===== src/rtl/eclk_sw_pkg.sv =====
// Shared types for the edge-clock switch sequencer: state encoding and the
// control word (state plus post-reset flag) held in the sequencer register.
package eclk_sw_pkg;

  typedef enum logic [2:0] {
    IDLE,
    STOP_WAIT,
    SEL_WAIT,
    RUN_WAIT,
    DONE
  } state_t;

  // The post-reset pass reuses RUN_WAIT with stop still asserted and no done
  // pulse, so the flag travels with the state.
  typedef struct packed {
    state_t state;
    logic   post_rst;
  } ctrl_t;

  // Edge clocks are stopped around the SEL flip and during the post-reset pass.
  function automatic logic stop_active(input ctrl_t c);
    return (c.state == STOP_WAIT) || (c.state == SEL_WAIT) ||
           ((c.state == RUN_WAIT) && c.post_rst);
  endfunction

endpackage


===== src/rtl/eclk_switch_ctrl_if.sv =====
// Request/status bundle between the DDR3 init logic and the switch sequencer.
interface eclk_switch_ctrl_if;
  logic req_i;
  logic sel_target_i;
  logic pll_lock_i;
  logic busy_o;
  logic done_o;
  logic eclk_stop_o;
  logic ecs_sel_o;

  modport master (
    output req_i, sel_target_i, pll_lock_i,
    input  busy_o, done_o, eclk_stop_o, ecs_sel_o
  );

  modport slave (
    input  req_i, sel_target_i, pll_lock_i,
    output busy_o, done_o, eclk_stop_o, ecs_sel_o
  );
endinterface


===== src/rtl/eclk_sw_dly_cnt.sv =====
// Loadable down-counter timing the sequencer wait states. It stops at zero
// on its own; hold freezes it explicitly while a release waits on lock.
module eclk_sw_dly_cnt #(
  parameter int CNT_W = 4,
  parameter logic [CNT_W-1:0] RST_VAL = '0
) (
  input  logic             clk,
  input  logic             rst,
  input  logic             load,
  input  logic [CNT_W-1:0] load_val,
  input  logic             hold,
  output logic             zero
);

  logic [CNT_W-1:0] cnt_reg;

  // Load has priority; otherwise count down and saturate at zero.
  always_ff @(posedge clk) begin
    if (rst) begin
      cnt_reg <= RST_VAL;
    end else if (load) begin
      cnt_reg <= load_val;
    end else if (!hold && (cnt_reg != '0)) begin
      cnt_reg <= cnt_reg - 1'b1;
    end
  end

  assign zero = (cnt_reg == '0);

endmodule


===== src/rtl/eclk_switch_ctrl.sv =====
// Edge-clock source switch sequencer: stops the ECLKSYNC clocks, flips the
// bridge SEL while they are stopped, waits, restarts them and reports done.
module eclk_switch_ctrl
  import eclk_sw_pkg::*;
#(
  parameter int STOP_CYCLES = 4,
  parameter int SEL_CYCLES  = 4,
  parameter int RUN_CYCLES  = 4,
  parameter bit SEL_RESET   = 1'b0,
  parameter int CNT_W       = 4
) (
  input logic clk,
  input logic rst,
  eclk_switch_ctrl_if.slave bus
);

  // Each wait state lasts N cycles: load N-1 on entry, advance on zero.
  localparam logic [CNT_W-1:0] STOP_LD = CNT_W'(STOP_CYCLES - 1);
  localparam logic [CNT_W-1:0] SEL_LD  = CNT_W'(SEL_CYCLES - 1);
  localparam logic [CNT_W-1:0] RUN_LD  = CNT_W'(RUN_CYCLES - 1);

  ctrl_t            ctrl_reg, ctrl_next;
  logic             sel_reg, sel_next;
  logic             target_reg, target_next;
  logic             cnt_load, cnt_hold, cnt_zero;
  logic [CNT_W-1:0] cnt_load_val;

  eclk_sw_dly_cnt #(
    .CNT_W   (CNT_W),
    .RST_VAL (RUN_LD)
  ) u_dly_cnt (
    .clk      (clk),
    .rst      (rst),
    .load     (cnt_load),
    .load_val (cnt_load_val),
    .hold     (cnt_hold),
    .zero     (cnt_zero)
  );

  // State, SEL and latched target registers; reset lands in the post-reset pass.
  always_ff @(posedge clk) begin
    if (rst) begin
      ctrl_reg   <= '{state: RUN_WAIT, post_rst: 1'b1};
      sel_reg    <= SEL_RESET;
      target_reg <= SEL_RESET;
    end else begin
      ctrl_reg   <= ctrl_next;
      sel_reg    <= sel_next;
      target_reg <= target_next;
    end
  end

  // Next-state, counter control and SEL update.
  always_comb begin
    ctrl_next    = ctrl_reg;
    sel_next     = sel_reg;
    target_next  = target_reg;
    cnt_load     = 1'b0;
    cnt_load_val = '0;
    cnt_hold     = 1'b0;
    case (ctrl_reg.state)
      IDLE: begin
        if (bus.req_i && bus.pll_lock_i) begin
          if (bus.sel_target_i == sel_reg) begin
            // Already on the requested source: complete without stopping.
            ctrl_next.state = DONE;
          end else begin
            target_next     = bus.sel_target_i;
            ctrl_next.state = STOP_WAIT;
            cnt_load        = 1'b1;
            cnt_load_val    = STOP_LD;
          end
        end
      end
      STOP_WAIT: begin
        if (cnt_zero) begin
          ctrl_next.state = SEL_WAIT;
          sel_next        = target_reg;
          cnt_load        = 1'b1;
          cnt_load_val    = SEL_LD;
        end
      end
      SEL_WAIT: begin
        if (cnt_zero) begin
          // Never restart the edge clocks from an unlocked source.
          if (bus.pll_lock_i) begin
            ctrl_next.state = RUN_WAIT;
            cnt_load        = 1'b1;
            cnt_load_val    = RUN_LD;
          end else begin
            cnt_hold = 1'b1;
          end
        end
      end
      RUN_WAIT: begin
        if (cnt_zero) begin
          if (!ctrl_reg.post_rst) begin
            ctrl_next.state = DONE;
          end else if (bus.pll_lock_i) begin
            ctrl_next.state    = IDLE;
            ctrl_next.post_rst = 1'b0;
          end else begin
            cnt_hold = 1'b1;
          end
        end
      end
      DONE: begin
        ctrl_next.state = IDLE;
      end
      default: begin
        ctrl_next.state = IDLE;
      end
    endcase
  end

  assign bus.eclk_stop_o = stop_active(ctrl_reg);
  assign bus.busy_o      = (ctrl_reg.state != IDLE);
  assign bus.done_o      = (ctrl_reg.state == DONE);
  assign bus.ecs_sel_o   = sel_reg;

endmodule


===== src/flat_wrapper.sv =====
// flat-port wrapper written by rule: the top's interface ports become plain ports
module eclk_switch_ctrl_flat import eclk_sw_pkg::*;
#(
  parameter int STOP_CYCLES = 4,
  parameter int SEL_CYCLES  = 4,
  parameter int RUN_CYCLES  = 4,
  parameter bit SEL_RESET   = 1'b0,
  parameter int CNT_W       = 4
)
  (clk, rst, bus_req_i, bus_sel_target_i, bus_pll_lock_i, bus_busy_o, bus_done_o, bus_eclk_stop_o, bus_ecs_sel_o);
  eclk_switch_ctrl_if bus_i ();
  input logic clk;
  input logic rst;
  input wire logic [$bits(bus_i.req_i)-1:0] bus_req_i;
  input wire logic [$bits(bus_i.sel_target_i)-1:0] bus_sel_target_i;
  input wire logic [$bits(bus_i.pll_lock_i)-1:0] bus_pll_lock_i;
  output wire logic [$bits(bus_i.busy_o)-1:0] bus_busy_o;
  output wire logic [$bits(bus_i.done_o)-1:0] bus_done_o;
  output wire logic [$bits(bus_i.eclk_stop_o)-1:0] bus_eclk_stop_o;
  output wire logic [$bits(bus_i.ecs_sel_o)-1:0] bus_ecs_sel_o;
  assign bus_i.req_i = bus_req_i;
  assign bus_i.sel_target_i = bus_sel_target_i;
  assign bus_i.pll_lock_i = bus_pll_lock_i;
  assign bus_busy_o = bus_i.busy_o;
  assign bus_done_o = bus_i.done_o;
  assign bus_eclk_stop_o = bus_i.eclk_stop_o;
  assign bus_ecs_sel_o = bus_i.ecs_sel_o;
  eclk_switch_ctrl #(.STOP_CYCLES(STOP_CYCLES), .SEL_CYCLES(SEL_CYCLES), .RUN_CYCLES(RUN_CYCLES), .SEL_RESET(SEL_RESET), .CNT_W(CNT_W)) u_core (.clk(clk), .rst(rst), .bus(bus_i));
endmodule

===== config.mk =====
export PLATFORM = sky130hd
export DESIGN_NAME = eclk_switch_ctrl_flat
export DESIGN_NICKNAME = d
export VERILOG_FILES = /design/src/rtl/eclk_sw_pkg.sv /design/src/rtl/eclk_switch_ctrl_if.sv /design/src/rtl/eclk_sw_dly_cnt.sv /design/src/rtl/eclk_switch_ctrl.sv /design/src/flat_wrapper.sv
export SDC_FILE = /design/constraint.sdc
export NUM_CORES = 1
export LEC_CHECK = 0
export ABC_AREA = 1
export BUFFER_PORTS_ARGS = -buffer_cell sky130_fd_sc_hd__clkbuf_2
export CAP_MARGIN = 10
export CORE_AREA = 2 2 39 41
export CTS_BUF_LIST = sky130_fd_sc_hd__clkbuf_8
export CTS_CLUSTER_SIZE = 30
export DETAILED_ROUTE_END_ITERATION = 8
export DIE_AREA = 0 0 41 43
export PLACE_DENSITY = 0.62
export REMOVE_ABC_BUFFERS = 1
export SKIP_CTS_REPAIR_TIMING = 1
export SKIP_LAST_GASP = 1
export SLEW_MARGIN = 20
export SYNTH_ARGS = -nofsm -noshare
export SYNTH_HDL_FRONTEND = slang
export SYNTH_SLANG_ARGS = --single-unit

===== constraint.sdc =====
create_clock -name clk -period 1.8 [get_ports clk]
set_input_delay 0.09 -clock clk [delete_from_list [all_inputs] [get_ports clk]]
set_output_delay 0.09 -clock clk [all_outputs]
set_load 0.02 [all_outputs]

==> run_results.csv <==
group,metric,value,unit
status,status,"complete, no violations",
cells_and_area,stdcell_count,114,
logic_synthesis,yosysMostFrequentCell,"nor2_1",
sta,period_share,78.3,%
logic_synthesis,syn_avg_cell_area,6.68,um^2
cells_and_area,drive_gt1_share,25.5,%
logic_synthesis,ys_warn_count,0,
place,dpl.cell_count,110,
sta,finalCriticalPeriod,1.41,ns
worst_setup_path,critical_path_class,"flip-flop to flip-flop",
floorplanning,core.rowCount,14,
min_path,hold_path.class,"primary input to flip-flop",
global_route,grt_max_degree,8,
cells_and_area,syn_to_final_growth,20.0,%
worst_setup_path,r2r_slack,0.39,ns
logic_synthesis,synthTopCellsByArea,"dfxtp_1 (35%), nor2_1 (10%), nand2_1 (9.8%)",
cells_and_area,fillers,151,
sta,max_freq,709,MHz
power_and_ir_drop,p_leak,0.347,nW
sta,drv_slew,0,
logic_synthesis,synthTopCellsByCount,"nor2_1 (16), nand2_1 (15), dfxtp_1 (10)",
clocking,clk_pin_slew,0.05,ns
sta,hold_violations,0,
power_and_ir_drop,p_per_area,1010,nW/um^2
global_route,antenna_found_initial,0,
sta,fin_skew,0.00161,ns
logic_synthesis,async_reset_ff_share,0,%
logic_synthesis,synth.cell_area,574,um^2
logic_synthesis,synth_top_area_share,34.9,%
sta,tightest_slew,0.261,ns
floorplanning,core,1380,um^2
worst_setup_path,worstPathMaxFanout,6,
min_path,hp-start,"rst",
cells_and_area,multi_input_area,329,um^2
route,drc,0,
clocking,clk_path_buf_depth,2,
logic_synthesis,ys_types,16,
clocking,cts_tree,"done",
global_route,grt_pass1_wl,1970,um
worst_setup_path,endpoint,"u_core.u_dly_cnt.cnt_reg[1]",
route,vias,575,
worst_setup_path,cp-startpoint,"u_core.u_dly_cnt.cnt_reg[0]",
sta,finalSetupTns,0,ns
cells_and_area,finalNetCount,106,
logic_synthesis,synth-edff-count,0,
worst_setup_path,worst_r2r_endpoint,"u_core.u_dly_cnt.cnt_reg[1]",
global_route,overflow,0,
floorplanning,fp.dieH,43,um
clocking,cts_root_buffer,"clkbuf_8",
floorplanning,initial_core_util,41.5,%
global_route,grt_pass1_vias,495,
sta,setup_violations,0,
worst_setup_path,cp-end-kind,"flip-flop",
route,wirelength,1200,um
logic_synthesis,ys_seq_area_share,34.9,%
floorplanning,die_w,41,um
worst_setup_path,reg2reg_depth,10,
cells_and_area,diodes,0,
worst_setup_path,r2r_start,"u_core.u_dly_cnt.cnt_reg[0]",
clocking,clock_latency,0.24,ns
power_and_ir_drop,vdd_drop_max,0.466,mV
power_and_ir_drop,power,699,uW
place,hpwl,933,um
logic_synthesis,netlist.top_cell.by_area,"dfxtp_1",
floorplanning,die_area,1760,um^2
sta,max_slew_margin,82.5,%
run,maxCapViolCount,0,
worst_setup_path,worstSetupStartpointType,"flip-flop",
global_route,grt_usage,17.0,%
logic_synthesis,synth_seq_cells,10,
place,gp_congestion,0.813,
floorplanning,io_pins,9,
clocking,cts.sinks,10,
place,io_buffers,8,
worst_setup_path,worstPathArrival,1.59,ns
route,ant_nets,0,
clocking,cts_buffers,3,
route,vias_per_cell,5.04,
sta,rsz0062_at_grt,"false",
worst_setup_path,cp.required,1.98,ns
logic_synthesis,synth_cells,86,
logic_synthesis,dominantRegCellSynth,"dfxtp_1",
route,wl_per_cell,10.5,um
route,drtPass1Iterations,4,
route,drtIter0Drc,7,
clocking,htree_levels,1,
cells_and_area,seq_area,200,um^2
## layout make-up
cell class | count | share of cell area [%]
well taps | 16 | 2.90
flip-flops and latches | 10 | 29.0
multi-input cells | 64 | 47.7
clock buffers | 4 | 7.99
inverters | 12 | 6.53
repair buffers | 8 | 5.81
## per-stage QoR
| step | hold WS [ns] | instance area, um^2 | setup slack, ns | util, % |
|---|---|---|---|---|
| 6_report | 0.121 | 689 | 0.390 | 49.8 |
| 5_1_grt | 0.141 | 689 | 0.248 | 49.8 |
| 4_1_cts | 0.118 | 689 | 0.385 | 49.8 |
| 3_5_place_dp | 0.366 | 634 | 0.396 | 45.8 |
| 3_3_place_gp | 0.372 | 634 | 0.433 | 45.8 |
| 2_1_floorplan | 0.162 | 574 | 0.556 | - |
## kinds of logic after synthesis
logic type / share of synthesized area (%)
adders and majority gates: 4.36
xor gates and xnor gates: 1.53
and+or+nand+nor: 45.8
DFF: 34.9
AOI/OAI and AO/OA: 5.66
buffers and inverters: 7.84
## per-layer routing
metal  share of wire (%)  routed length (um)  vias up  global-route usage (%)
met4                 2.9                  35        0                    12.0
met3                 3.5                  42        4                    4.71
met5                   0                   0        -                       0
met2                  46                 545       11                    22.5
met1                  48                 573      258                    22.5
li1                    -                   -      302                       -
## worst min-delay path by stage
| stage | end | slack [ns] | cells past startpoint |
|---|---|---|---|
| after floorplan | u_core.ctrl_reg[3] | 0.16 | 1 |
| after global placement | u_core.ctrl_reg[3] | 0.37 | 2 |
| after detailed placement | u_core.ctrl_reg[3] | 0.37 | 2 |
| after CTS | u_core.ctrl_reg[3] | 0.12 | 2 |
| after global routing | u_core.ctrl_reg[3] | 0.14 | 2 |
| final | u_core.ctrl_reg[3] | 0.12 | 2 |
## critical path: stages (launching register included)
cell,delay [ns]
dfxtp_1,0.31
inv_1,0.13
ha_1,0.22
nand2_2,0.08
nor2_4,0.15
nand2_1,0.10
nor2_2,0.14
nor2_2,0.06
nand2_2,0.08
inv_2,0.04
nand2_1,0.05
## cells in the final DEF, fill, tap and decap left out, drive strengths merged
| master | n |
|---|---|
| nand4 | 3 |
| a211oi | 1 |
| nand2 | 17 |
| ha | 2 |
| inv | 12 |
| nor2 | 20 |
| clkbuf | 12 |
| nor3 | 4 |
| nand3 | 11 |
| dfxtp | 10 |
| o21ai | 5 |
| xor2 | 1 |
## power breakdown
part           switching [mW]  internal, mW  total, mW
clock                  0.0931         0.193      0.286
combinational          0.0940        0.0526      0.147
sequential             0.0215         0.245      0.266
(Power assumes the default switching activity.)
